`config.mk`:
```
export PLATFORM = sky130hd
export DESIGN_NAME = cp0_int_unit_flat
export DESIGN_NICKNAME = d
export VERILOG_FILES = /design/src/rtl/cp0_int_unit_if.sv /design/src/rtl/cp0_int_unit.sv /design/src/flat_wrapper.sv
export SDC_FILE = /design/constraint.sdc
export NUM_CORES = 1
export LEC_CHECK = 0
export BUFFER_PORTS_ARGS = -buffer_cell sky130_fd_sc_hd__buf_2
export CAP_MARGIN = 25
export CELL_PAD_IN_SITES_DETAIL_PLACEMENT = 1
export CELL_PAD_IN_SITES_GLOBAL_PLACEMENT = 1
export CORE_MARGIN = 2
export CORE_UTILIZATION = 30
export CTS_CLUSTER_SIZE = 24
export DETAILED_ROUTE_END_ITERATION = 10
export GPL_TIMING_DRIVEN = 0
export PLACE_DENSITY = 0.89
export SETUP_SLACK_MARGIN = 0.3
export SYNTH_ARGS = -nofsm -noshare
export SYNTH_HDL_FRONTEND = slang
export SYNTH_SLANG_ARGS = --single-unit
```
`constraint.sdc`:
```
create_clock -name clk -period 2.3 [get_ports clk]
set_input_delay 0.23 -clock clk [delete_from_list [all_inputs] [get_ports clk]]
set_output_delay 0.23 -clock clk [all_outputs]
set_load 0.01 [all_outputs]
```
`src/rtl/cp0_int_unit_if.sv`:
```
// cp0_int_unit_if: M-stage pipeline <-> CP0 register access, exception and interrupt request signals
interface cp0_int_unit_if;
  logic [4:0]  A1;
  logic [4:0]  A2;
  logic [31:0] DIn;
  logic        WE;
  logic [31:0] PC;
  logic        BD;
  logic [4:0]  ExcCode;
  logic [5:0]  HWInt;
  logic        EXLClr;
  logic [31:0] Dout;
  logic [31:0] EPC;
  logic        Req;
  modport master (output A1, A2, DIn, WE, PC, BD, ExcCode, HWInt, EXLClr, input Dout, EPC, Req);
  modport slave (input A1, A2, DIn, WE, PC, BD, ExcCode, HWInt, EXLClr, output Dout, EPC, Req);
endinterface

```
`src/rtl/cp0_int_unit.sv`:
```
// cp0_int_unit: MIPS CP0 holding SR/Cause/EPC/PRId, serving mfc0/mtc0/eret and raising the exception request
module cp0_int_unit #(
  parameter logic [31:0] PRID = 32'h2017_0801
) (
  input logic clk,
  input logic reset,
  cp0_int_unit_if.slave bus
);
  logic [5:0]  im_q, im_d, ip_q, ip_d;
  logic        exl_q, exl_d, ie_q, ie_d, bd_q, bd_d;
  logic [4:0]  exc_q, exc_d;
  logic [31:0] epc_q, epc_d, pc_al, sr, cause;
  logic        int_p, exc_p, req, sr_we, epc_we;
  always_comb begin
    int_p  = (|(bus.HWInt & im_q)) & ie_q & ~exl_q;
    exc_p  = (bus.ExcCode != '0) & ~exl_q;
    req    = int_p | exc_p;
    pc_al  = {bus.PC[31:2], 2'b00};
    sr_we  = bus.WE & ~req & (bus.A2 == 5'd12);
    epc_we = bus.WE & ~req & (bus.A2 == 5'd14);
    im_d   = sr_we ? bus.DIn[15:10] : im_q;
    ie_d   = sr_we ? bus.DIn[0] : ie_q;
    exl_d  = req ? 1'b1 : bus.EXLClr ? 1'b0 : sr_we ? bus.DIn[1] : exl_q;
    bd_d   = req ? bus.BD : bd_q;
    exc_d  = req ? (int_p ? 5'd0 : bus.ExcCode) : exc_q;
    ip_d   = bus.HWInt;
    epc_d  = req ? (bus.BD ? pc_al - 32'd4 : pc_al) : epc_we ? {bus.DIn[31:2], 2'b00} : epc_q;
    sr     = {16'b0, im_q, 8'b0, exl_q, ie_q};
    cause  = {bd_q, 15'b0, ip_q, 3'b0, exc_q, 2'b0};
    bus.Dout = bus.A1 == 5'd12 ? sr :
               bus.A1 == 5'd13 ? cause :
               bus.A1 == 5'd14 ? epc_q :
               bus.A1 == 5'd15 ? PRID : 32'd0;
    bus.EPC = epc_q;
    bus.Req = req;
  end
  always_ff @(posedge clk) begin
    if (!reset) begin
      im_q  <= '0;
      ip_q  <= '0;
      exl_q <= 1'b0;
      ie_q  <= 1'b0;
      bd_q  <= 1'b0;
      exc_q <= '0;
      epc_q <= '0;
    end else begin
      im_q  <= im_d;
      ip_q  <= ip_d;
      exl_q <= exl_d;
      ie_q  <= ie_d;
      bd_q  <= bd_d;
      exc_q <= exc_d;
      epc_q <= epc_d;
    end
  end
endmodule

```
`src/flat_wrapper.sv`:
```
// flat-port wrapper written by rule: the top's interface ports become plain ports
module cp0_int_unit_flat 
#(
  parameter logic [31:0] PRID = 32'h2017_0801
)
  (clk, reset, bus_A1, bus_A2, bus_DIn, bus_WE, bus_PC, bus_BD, bus_ExcCode, bus_HWInt, bus_EXLClr, bus_Dout, bus_EPC, bus_Req);
  cp0_int_unit_if bus_i ();
  input logic clk;
  input logic reset;
  input wire logic [$bits(bus_i.A1)-1:0] bus_A1;
  input wire logic [$bits(bus_i.A2)-1:0] bus_A2;
  input wire logic [$bits(bus_i.DIn)-1:0] bus_DIn;
  input wire logic [$bits(bus_i.WE)-1:0] bus_WE;
  input wire logic [$bits(bus_i.PC)-1:0] bus_PC;
  input wire logic [$bits(bus_i.BD)-1:0] bus_BD;
  input wire logic [$bits(bus_i.ExcCode)-1:0] bus_ExcCode;
  input wire logic [$bits(bus_i.HWInt)-1:0] bus_HWInt;
  input wire logic [$bits(bus_i.EXLClr)-1:0] bus_EXLClr;
  output wire logic [$bits(bus_i.Dout)-1:0] bus_Dout;
  output wire logic [$bits(bus_i.EPC)-1:0] bus_EPC;
  output wire logic [$bits(bus_i.Req)-1:0] bus_Req;
  assign bus_i.A1 = bus_A1;
  assign bus_i.A2 = bus_A2;
  assign bus_i.DIn = bus_DIn;
  assign bus_i.WE = bus_WE;
  assign bus_i.PC = bus_PC;
  assign bus_i.BD = bus_BD;
  assign bus_i.ExcCode = bus_ExcCode;
  assign bus_i.HWInt = bus_HWInt;
  assign bus_i.EXLClr = bus_EXLClr;
  assign bus_Dout = bus_i.Dout;
  assign bus_EPC = bus_i.EPC;
  assign bus_Req = bus_i.Req;
  cp0_int_unit #(.PRID(PRID)) u_core (.clk(clk), .reset(reset), .bus(bus_i));
endmodule
```
==> qor.yml <==
run_status: "finished, violations left"
violations: "design-rule violations"
clockPowerShare: 0.328
worst_setup_path_end_kind: "primary output"
cp-start-kind: "flop"
comb_power_share: 0.259
mostFrequentLayoutCells: "buf_2 (145), dfxtp_1 (50), a31oi_1 (45)"
antennaDiodeCount: 0
dp_slack_ns: -0.0676
relSlewSlack: 0.567
synth-seq-cells: 50
synth_ff_type: "dfxtp_1"
grt_pass1_vias: 4642
ys_seq_area_frac: 0.280
die-area_um2: 12800
synth_cells: 473
r2r_slack_ns: 0.32
hold_class: "input port to flop"
ir_drop_mv: 0.306
crit_type: "flop to primary output"
fmax_mhz: 470
critPathArrivalTime_ns: 1.90
drc: 7
dr_total_vias: 4576
dp_hpwl_mm: 12.1
slew_violations: 0
cp-startpoint: "u_core.im_q[0]"
final_core_util: 0.427
cts_tree: "built"
io_pins: 155
avgSynthCellArea_um2: 7.56
drtPass1Iterations: 8
hold_end: "u_core.ip_q[0]"
vias_per_cell: 5.87
ant_nets: 0
rsz0062_at_grt: "yes"
max_cap_viol_count: 0
clk_pin_slew_ns: 0.07
antenna_found_initial: 0
layout_commonest_cell: "buf_2"
dieHeight_um: 113
nets: 727
drive_gt1_frac: 0.331
yosysWarnings: 0
setup_viol: 0
reg2reg_depth: 6
io_buffers: 147
clk_latency_ns: 0.30
syn-cell-area_um2: 3580
synth-edff-count: 0
reg2reg_from: "u_core.im_q[2]"
synth.distinct_cells: 45
post-route-period-util: 0.925
num-fill-cells: 1493
pwr-share-seq: 0.413
gp_congestion: 0.898
grt_start_max_net_pins: 16
clk_path_buf_depth: 2
p_leak_nw: 2.05
drtIter0Drc: 314
clkSinkCount: 50
worst_pin_slew_ns: 0.645
swShare: 0.325
p_per_area_nw_per_um2: 485
crit_fanout: 10
min_from: "bus_HWInt[0]"
hold_buffers: 0
finalWorstSetupSlack_ns: 0.174
period_needed_ns: 2.13
required_ns: 2.07
async_flop_share: 0
min_path_cells: 2
core_area_um2: 11500
die_w_um: 113
cts-buffers-inserted: 5
h-tree-depth: 2
totalWireLength_mm: 15.9
grt_pass1_wl_mm: 24.5
wl_per_cell_um: 20.4
cts_root_buf: "clkbuf_16"
grt_usage: 0.237
p_int_mw: 1.61
clock_skew_ns: 0.00519
grt_overflow_total: 0
core.rowCount: 39
p_switching_uw: 775
area_delta_synth_final_pct: 37.4
finalHoldViolCount: 0
r2r-end: "u_core.bus.EPC[23]"
initial_utilization: 0.311
timing repair:
action / CTS / global route
pin swaps: 6 / 8
resized for setup: 18 / 31
setup endpoints to repair: 44 / 39
setup buffers: 6 / 2
cell type report:
cell class / instances / area (µm²) / share of cell area
Multi-Input combinational cell: 334 / 2340 / 0.476
Timing Repair Buffer: 155 / 823 / 0.168
Tap cell: 143 / 179 / 0.0364
Sequential cell: 50 / 1000 / 0.204
Clock buffer: 6 / 139 / 0.0283
Clock inverter: 2 / 12.5 / 0.00255
Buffer: 54 / 285 / 0.0581
Inverter: 36 / 135 / 0.0275
worst max-delay path by stage:
stage,to,slack (ns),cells after the start
detailed placement,u_core.im_q[0],-0.07,6
global route,bus_Req,0.1,6
finish,bus_Req,0.17,6
CTS,bus_Req,0.18,6
global placement,u_core.bus.EPC[21],-0.01,8
floorplan,u_core.bus.EPC[21],0.22,6
per-layer routing:
layer	wire, µm	vias up	global-route usage
met5	0	-	0
met4	502	0	0.0870
met3	1060	42	0.0343
met2	7660	214	0.405
met1	6710	2207	0.304
li1	-	2113	-
flip-flops by register name, summed over array words and instances, names as in the netlist:
register,flops
u_core.im_q,6
u_core.exc_q,5
u_core.exl_q,1
u_core.ip_q,6
u_core.bus.EPC,30
u_core.bd_q,1
u_core.ie_q,1
power groups by stage:
stage	logic [mW]	registers (mW)	clock network [mW]
6_report	0.618	0.984	0.783
3_5_place_dp	0.578	1.00	0
2_1_floorplan	0.297	1.01	0
5_1_grt	0.672	0.990	0.811
3_3_place_gp	0.556	0.998	0
4_1_cts	0.595	0.982	0.783
worst max-delay path, cell delays in order (launching register included):
cell and delay (ns):
dfxtp_1 0.37, a22oi_2 0.11, a311oi_2 0.37, or2_2 0.19
clkbuf_2 0.17, clkbuf_4 0.22, buf_2 0.15
cells by family (layout without fill, tap and decap cells):
kind of cell | after synthesis | after routing | synth area share
compound gates | 120 | 120 | 0.232
xor+xnor | 14 | 14 | 0.0343
fa+ha+maj | 1 | 1 | 0.00350
buf+inv | 90 | 253 | 0.0993
flops | 50 | 50 | 0.280
mux | 12 | 12 | 0.0336
other cells | 1 | 2 | 0.00105
simple gates | 185 | 185 | 0.317
stage by stage:
step           area [µm²]  power (mW)  hold slack (ns)  instances  setup TNS (ns)
2_1_floorplan        3630        1.30            0.352        474               0
3_3_place_gp         4540        1.55            0.452        764         -0.0550
3_5_place_dp         4540        1.58            0.459        764          -0.630
4_1_cts              4820        2.36            0.167        778               0
5_1_grt              4910        2.47            0.177        780               0
6_report             4910        2.38            0.173        780               0
Yosys cell counts (6+ instances only):
master	n	area, µm²
a211oi_1	16	120
a21oi_1	12	60.1
a22oi_1	9	67.6
a31oi_1	45	282
and2_1	6	37.5
and4_1	30	263
clkbuf_1	45	169
dfxtp_1	50	1000
inv_1	35	131
mux2i_1	12	120
nand2_1	20	75.1
nor2_1	34	128
nor3_1	19	95.1
nor4_1	22	138
o31ai_1	8	60.1
o41ai_1	18	158
or3_1	12	75.1
or4_1	12	90.1
xnor2_1	11	96.3
(Power assumes the default switching activity.)
